**src/rtl/rx_event_sync_if.sv**
```systemverilog
// Signal bundle between the receiver status bridge and its host-side register block.
// Host side drives the inputs through master; rx_event_sync uses slave.
interface rx_event_sync_if #(
    parameter int N_EVT = 2,
    parameter int N_LVL = 3,
    parameter int CNT_W = 8
);
    logic [N_EVT-1:0] evt_in;
    logic [N_LVL-1:0] lvl_in;
    logic [N_EVT-1:0] evt_clr;
    logic [N_EVT-1:0] irq_mask;
    logic [3:0]       cnt_sel;
    logic             cnt_clr;
    logic [N_EVT-1:0] evt_pulse;
    logic [N_LVL-1:0] lvl_out;
    logic [N_EVT-1:0] evt_pending;
    logic [N_EVT-1:0] evt_overrun;
    logic             irq;
    logic [CNT_W-1:0] cnt_out;

    modport master (
        output evt_in, lvl_in, evt_clr, irq_mask, cnt_sel, cnt_clr,
        input  evt_pulse, lvl_out, evt_pending, evt_overrun, irq, cnt_out
    );

    modport slave (
        input  evt_in, lvl_in, evt_clr, irq_mask, cnt_sel, cnt_clr,
        output evt_pulse, lvl_out, evt_pending, evt_overrun, irq, cnt_out
    );
endinterface

```
**src/rtl/rx_event_sync.sv**
```systemverilog
// Netclk-to-clk bridge for receiver status: synchronised levels, edge pulses, sticky W1C flags, irq.
// Define RX_EVENT_COUNT_EN to build per-channel saturating event counters.
module rx_event_sync #(
    parameter int N_EVT       = 2,
    parameter int N_LVL       = 3,
    parameter int SYNC_STAGES = 2,
    parameter int CNT_W       = 8
) (
    input  logic          clk,
    input  logic          reset,
    rx_event_sync_if.slave bus
);

    logic [SYNC_STAGES-1:0][N_EVT-1:0] r_evt_sync;
    logic [SYNC_STAGES-1:0][N_LVL-1:0] r_lvl_sync;
    logic [N_EVT-1:0]                  r_evt_hist;
    logic [N_EVT-1:0]                  r_evt_pulse;
    logic [N_EVT-1:0]                  r_pending;
    logic [N_EVT-1:0]                  r_overrun;
    logic                              r_irq;
    logic [N_EVT-1:0]                  w_evt_sync;
    logic [N_EVT-1:0]                  w_pending_nxt;
    logic [N_EVT-1:0]                  w_overrun_nxt;

    // Independent per-bit synchronisers; no cross-bit coherence is implied.
    always_ff @(posedge clk or posedge reset) begin
        if (reset) begin
            r_evt_sync <= '0;
            r_lvl_sync <= '0;
        end else begin
            r_evt_sync <= {r_evt_sync[SYNC_STAGES-2:0], bus.evt_in};
            r_lvl_sync <= {r_lvl_sync[SYNC_STAGES-2:0], bus.lvl_in};
        end
    end

    assign w_evt_sync = r_evt_sync[SYNC_STAGES-1];

    // History resets low so a line already high at reset release yields one pulse.
    always_ff @(posedge clk or posedge reset) begin
        if (reset) begin
            r_evt_hist  <= '0;
            r_evt_pulse <= '0;
        end else begin
            r_evt_hist  <= w_evt_sync;
            r_evt_pulse <= w_evt_sync & ~r_evt_hist;
        end
    end

    // A pulse coincident with a clear wins for pending but never counts as overrun.
    always_comb begin
        w_pending_nxt = r_evt_pulse | (r_pending & ~bus.evt_clr);
        w_overrun_nxt = ~bus.evt_clr & (r_overrun | (r_evt_pulse & r_pending));
    end

    always_ff @(posedge clk or posedge reset) begin
        if (reset) begin
            r_pending <= '0;
            r_overrun <= '0;
            r_irq     <= 1'b0;
        end else begin
            r_pending <= w_pending_nxt;
            r_overrun <= w_overrun_nxt;
            r_irq     <= |(r_pending & ~bus.irq_mask);
        end
    end

    assign bus.evt_pulse   = r_evt_pulse;
    assign bus.lvl_out     = r_lvl_sync[SYNC_STAGES-1];
    assign bus.evt_pending = r_pending;
    assign bus.evt_overrun = r_overrun;
    assign bus.irq         = r_irq;

`ifdef RX_EVENT_COUNT_EN
    logic [CNT_W-1:0] r_cnt [N_EVT];
    logic [CNT_W-1:0] r_cnt_out;
    logic [CNT_W-1:0] w_cnt_sel;

    // Clear of the selected channel takes priority; a same-cycle pulse restarts it at 1.
    always_ff @(posedge clk or posedge reset) begin
        if (reset) begin
            for (int i = 0; i < N_EVT; i++) r_cnt[i] <= '0;
        end else begin
            for (int i = 0; i < N_EVT; i++) begin
                if (bus.cnt_clr && (bus.cnt_sel == 4'(i))) begin
                    r_cnt[i] <= CNT_W'(r_evt_pulse[i]);
                end else if (r_evt_pulse[i] && (r_cnt[i] != {CNT_W{1'b1}})) begin
                    r_cnt[i] <= r_cnt[i] + CNT_W'(1);
                end
            end
        end
    end

    // Unpopulated selector values fall through to zero.
    always_comb begin
        w_cnt_sel = '0;
        for (int i = 0; i < N_EVT; i++) begin
            if (bus.cnt_sel == 4'(i)) w_cnt_sel = r_cnt[i];
        end
    end

    always_ff @(posedge clk or posedge reset) begin
        if (reset) r_cnt_out <= '0;
        else       r_cnt_out <= w_cnt_sel;
    end

    assign bus.cnt_out = r_cnt_out;
`else
    wire w_unused_cnt = &{1'b0, bus.cnt_sel, bus.cnt_clr};
    assign bus.cnt_out = '0;
`endif

endmodule
```
**src/flat_wrapper.sv**
```systemverilog
// flat-port wrapper written by rule: the top's interface ports become plain ports
module rx_event_sync_flat 
#(
    parameter int N_EVT       = 2,
    parameter int N_LVL       = 3,
    parameter int SYNC_STAGES = 2,
    parameter int CNT_W       = 8
)
  (clk, reset, bus_evt_in, bus_lvl_in, bus_evt_clr, bus_irq_mask, bus_cnt_sel, bus_cnt_clr, bus_evt_pulse, bus_lvl_out, bus_evt_pending, bus_evt_overrun, bus_irq, bus_cnt_out);
  rx_event_sync_if #(.N_EVT(N_EVT), .N_LVL(N_LVL), .CNT_W(CNT_W)) bus_i ();
  input  logic clk;
  input  logic reset;
  input wire logic [$bits(bus_i.evt_in)-1:0] bus_evt_in;
  input wire logic [$bits(bus_i.lvl_in)-1:0] bus_lvl_in;
  input wire logic [$bits(bus_i.evt_clr)-1:0] bus_evt_clr;
  input wire logic [$bits(bus_i.irq_mask)-1:0] bus_irq_mask;
  input wire logic [$bits(bus_i.cnt_sel)-1:0] bus_cnt_sel;
  input wire logic [$bits(bus_i.cnt_clr)-1:0] bus_cnt_clr;
  output wire logic [$bits(bus_i.evt_pulse)-1:0] bus_evt_pulse;
  output wire logic [$bits(bus_i.lvl_out)-1:0] bus_lvl_out;
  output wire logic [$bits(bus_i.evt_pending)-1:0] bus_evt_pending;
  output wire logic [$bits(bus_i.evt_overrun)-1:0] bus_evt_overrun;
  output wire logic [$bits(bus_i.irq)-1:0] bus_irq;
  output wire logic [$bits(bus_i.cnt_out)-1:0] bus_cnt_out;
  assign bus_i.evt_in = bus_evt_in;
  assign bus_i.lvl_in = bus_lvl_in;
  assign bus_i.evt_clr = bus_evt_clr;
  assign bus_i.irq_mask = bus_irq_mask;
  assign bus_i.cnt_sel = bus_cnt_sel;
  assign bus_i.cnt_clr = bus_cnt_clr;
  assign bus_evt_pulse = bus_i.evt_pulse;
  assign bus_lvl_out = bus_i.lvl_out;
  assign bus_evt_pending = bus_i.evt_pending;
  assign bus_evt_overrun = bus_i.evt_overrun;
  assign bus_irq = bus_i.irq;
  assign bus_cnt_out = bus_i.cnt_out;
  rx_event_sync #(.N_EVT(N_EVT), .N_LVL(N_LVL), .SYNC_STAGES(SYNC_STAGES), .CNT_W(CNT_W)) u_core (.clk(clk), .reset(reset), .bus(bus_i));
endmodule
```
**config.mk**
```make
export PLATFORM = sky130hd
export DESIGN_NAME = rx_event_sync_flat
export DESIGN_NICKNAME = d
export VERILOG_FILES = /design/src/rtl/rx_event_sync_if.sv /design/src/rtl/rx_event_sync.sv /design/src/flat_wrapper.sv
export SDC_FILE = /design/constraint.sdc
export NUM_CORES = 1
export LEC_CHECK = 0
export CAP_MARGIN = 15
export CORE_MARGIN = 2
export CORE_UTILIZATION = 37
export CTS_CLUSTER_DIAMETER = 120
export CTS_CLUSTER_SIZE = 8
export DETAILED_ROUTE_END_ITERATION = 16
export DONT_BUFFER_PORTS = 1
export SYNTH_ARGS = -nofsm -noshare
export SYNTH_HDL_FRONTEND = slang
export SYNTH_SLANG_ARGS = --single-unit
```
**constraint.sdc**
```tcl
create_clock -name clk -period 0.95 [get_ports clk]
set_input_delay 0.2375 -clock clk [delete_from_list [all_inputs] [get_ports clk]]
set_output_delay 0.2375 -clock clk [all_outputs]
set_load 0.02 [all_outputs]
```
* After elaboration in Yosys (flattened, before gate mapping)
Index checks and enable logic that the tools add are counted.
** Storage, ports and cells
- Register bits :: 19
- Input bits :: 16
- Output and inout port bits :: 18
- Logic and storage cells :: 20
** Cells by class
- Bitwise operators :: 10
- Reductions and logical operators :: 1
** Operator list (number)
- AND 2 bit :: 5
- NOT 2 bit :: 3
- OR 2 bit :: 2
- OR reduction 2 bit :: 1

* Depth between registers and ports, before layout
- Word-level depth :: 3
- Gate-level depth with buffers :: 2
- Depth with buffers taken out :: 2

* Worst setup path before layout
No wires, ideal clock.
- Path kind :: register to register
- Start point :: register u_core.r_pending[0], in the netlist u_core.bus.evt_pending[0]
- End point :: register u_core.r_overrun[0], in the netlist u_core.bus.evt_overrun[0]
- Setup time :: 0.118 ns
- Arrival time :: 0.643 ns
- Required time :: 0.832 ns
- Setup slack :: 0.189 ns
- Stages on the path, launching flop included :: 3
- Buffers on the path :: 0
- Period minus slack after synthesis :: 0.761 ns
- Cell sequence :: dfrtp_1 -> a21oi_1 -> nor2_1
** On the way
- Word-level cells in the longest chain between the ends :: 3
** RTL lines
- from (decl) :: line rx_event_sync.sv:18 : logic [N_EVT-1:0] r_pending;
- from (signal assigned) :: line rx_event_sync.sv:61 : r_pending <= w_pending_nxt;
- AND 2 bit :: line rx_event_sync.sv:52 : w_overrun_nxt = ~bus.evt_clr & (r_overrun | (r_evt_pulse & r_pending));
- OR 2 bit :: line rx_event_sync.sv:52
- AND 2 bit :: line rx_event_sync.sv:52
- net u_core.w_overrun_nxt[0] :: line rx_event_sync.sv:23 : logic [N_EVT-1:0] w_overrun_nxt;
- to (signal assigned) :: line rx_event_sync.sv:62 : r_overrun <= w_overrun_nxt;
- to (decl) :: line rx_event_sync.sv:19 : logic [N_EVT-1:0] r_overrun;
The timed path passes the listed nets, and every way through them passes these cells.

* Worst setup path after layout
- Start point :: register u_core.r_pending[1], in the netlist u_core.bus.evt_pending[1]
- End point :: output port bus_evt_pending[1]
** RTL lines
- to (decl) :: line flat_wrapper.sv:21 : output wire logic [$bits(bus_i.evt_pending)-1:0] bus_evt_pending;
No word-level cell between the ends.

==> out/qor.txt <==
Post-CTS Setup Inserts = 0
Max Slew Vio Count = 0
Area leader, netlist = dfrtp_1
TritonCTS clock tree = built
Wirelength per Cell = 11.0 microns
# DRC = 0
First-pass GRT wire length = 1090 microns
Total gr overflow = 0
Setup crit end kind = output pin
Register area share after synthesis = 75.4%
# fillers = 144
Pleak = 0.343 nW
Setup CP Type = flop to output pin
Pin count of the biggest net entering global routing = 20
VDD IR-drop max = 1.41 mV
WP data arrival = 0.76 ns
Hold depth = 1
Mean post-synth cell area = 14.7 sq um
Avg Vias per Cell = 4.39
Io pins = 34
FF+latch count, synth = 19
Failing checks = setup timing
DR pass1 iterations = 2
Post-DRT Antenna Nets = 0
Inserted Diodes = 0
Final Setup Violations = 10
HPWL after DPL = 495 microns
Mapped Area = 631 sq um
Fin crit share = 105%
Die Area = 2050 sq um
CTS max path bufs = 2
Root buffer cell = clkbuf_4
Fin cells = 71
Number of global-route vias before repair = 278
Via count = 312
Skew final = 0.00378 ns
Die height = 45.3 microns
Register Area = 485 sq um
Final worst slack = -0.0517 ns
Input/output buffers = 0
Final Critical Period = 1.00 ns
Standard-cell rows = 14
GP Congestion = 0.608
Outcome = finished, violations left
Netlist cell types = 9
MaxCap Viol Count = 0
Syn Inst Count = 43
Worst Reg-to-Reg Cells = 2
Skew-Pair Late Insertion Delay = 0.29 ns
Nets@finish = 72
WP data required = 0.71 ns
Crit. path cell count = 0
Placed cells = 56
Min-delay worst type = primary input to flop
FMAX = 998 MHz
Post-Route WL = 780 microns
Worst setup SP type = flop
Layout area overhead = 19.2%
CTS buffer count = 3
Drt initial violations = 1
Final-report hold violation count = 0
H-tree levels = 1
Total track usage = 8.00%
Setup WS pre-CTS = 0.134 ns
Synth area leaders = dfrtp_1, buf_4, o21bai_1
Core ar. = 1560 sq um
Final hold slack = 0.0266 ns
Die span in x = 45.3 microns
PwrDens = 1880 nW/um^2
Clock transition at path regs = 0.10 ns
RSZ-0062 raised after global routing = true
Initial antenna violation count = 0
Share of layout cells above drive strength 1 = 25.5%
Synth top area share = 75.4%
Max FO, Critical Path = 3
Clk sinks = 19
Initial Utilization = 40.4%
Ys Warns = 0
Multi-input gate area = 87.6 sq um
[synth_stat cells]
cell type   n
inv_1       3
buf_4      11
a21oi_1     2
o22ai_2     1
nor2_1      2
conb_1      1
o21bai_1    2
nor2b_1     2
dfrtp_1    19
[cells in the final DEF, fill, tap and decap left out, drive strengths merged]
cell	synthesis	routed
a21oi	2	2
o22ai	1	1
clkbuf	0	3
nor2	2	2
inv	3	3
nor2b	2	2
dlygate4sd3	0	11
dfrtp	19	19
o21bai	2	2
buf	11	1
clkinvlp	0	1
conb	1	8
[area by class of cell]
cell class | instances | area share [%]
well taps | 16 | 2.66
repair buffers | 12 | 15.6
inverters | 3 | 1.50
flip-flops and latches | 19 | 64.6
clock buffers | 3 | 3.00
clock inverters | 1 | 0.998
multi-input cells | 17 | 11.6
[power breakdown]
part           leakage [nW]  switching, W  internal, W  total [W]
Clock                0.0139      0.000232     0.000160   0.000392
Sequential            0.219     0.0000570     0.000859   0.000916
Combinational         0.110     0.0000617    0.0000467   0.000108
[worst paths after layout]
path	start	slack, ns	end
max	u_core.bus.evt_pending[1]	-0.05	bus_evt_pending[1]
min	bus_irq_mask[1]	0.03	u_core.bus.irq
max reg2reg	u_core.bus.evt_pulse[1]	0.13	u_core.bus.evt_overrun[1]
min reg2reg	u_core.r_lvl_sync[1]	0.36	u_core.bus.lvl_out[1]
max in group asynchronous	reset	0.35	u_core.bus.irq
min in group asynchronous	reset	0.38	u_core.r_lvl_sync[2]
[metal layers]
| metal | global-route usage (%) | part of all wire (%) | vias up |
|---|---|---|---|
| li1 | - | - | 139 |
| met1 | 6.81 | 35 | 155 |
| met2 | 14.6 | 56 | 18 |
| met3 | 6.00 | 8.3 | 0 |
| met4 | 1.76 | 0 | 0 |
| met5 | 0 | 0 | - |
[repair_timing]
action | 4_1_cts | 5_1_grt
setup endpoints to repair | 10 | 10
endpoints found under the hold margin | 26 | 3
resized for setup | 6 | 2
hold buffers | 8 | 3
[through the flow]
step	instance area (sq um)	utilization, %	power [W]	TNS [ns]
CTS	719	46.1	0.00144	-0.565
global route	752	48.2	0.00151	-0.825
finish	752	48.2	0.00142	-0.391
floorplan	657	-	0.00102	0
global placement	602	38.6	0.000998	0
detailed placement	602	38.6	0.00100	0
[sequential cells by signal, indices dropped and copies added, names as in the netlist]
register	flops
u_core.bus.evt_overrun	2
u_core.bus.irq	1
u_core.r_evt_sync	2
u_core.w_evt_sync	2
u_core.r_evt_hist	2
u_core.bus.lvl_out	3
u_core.bus.evt_pending	2
u_core.r_lvl_sync	3
u_core.bus.evt_pulse	2
[kinds of logic (layout without fill, tap and decap cells)]
family	after synthesis	count (layout)	share of synthesized area [%]
buffers and inverters	14	19	14.9
and+or+nand+nor	4	4	3.17
AOI/OAI and AO/OA	5	5	5.95
other	1	8	0.595
DFF	19	19	75.4
(Power assumes the default switching activity.)
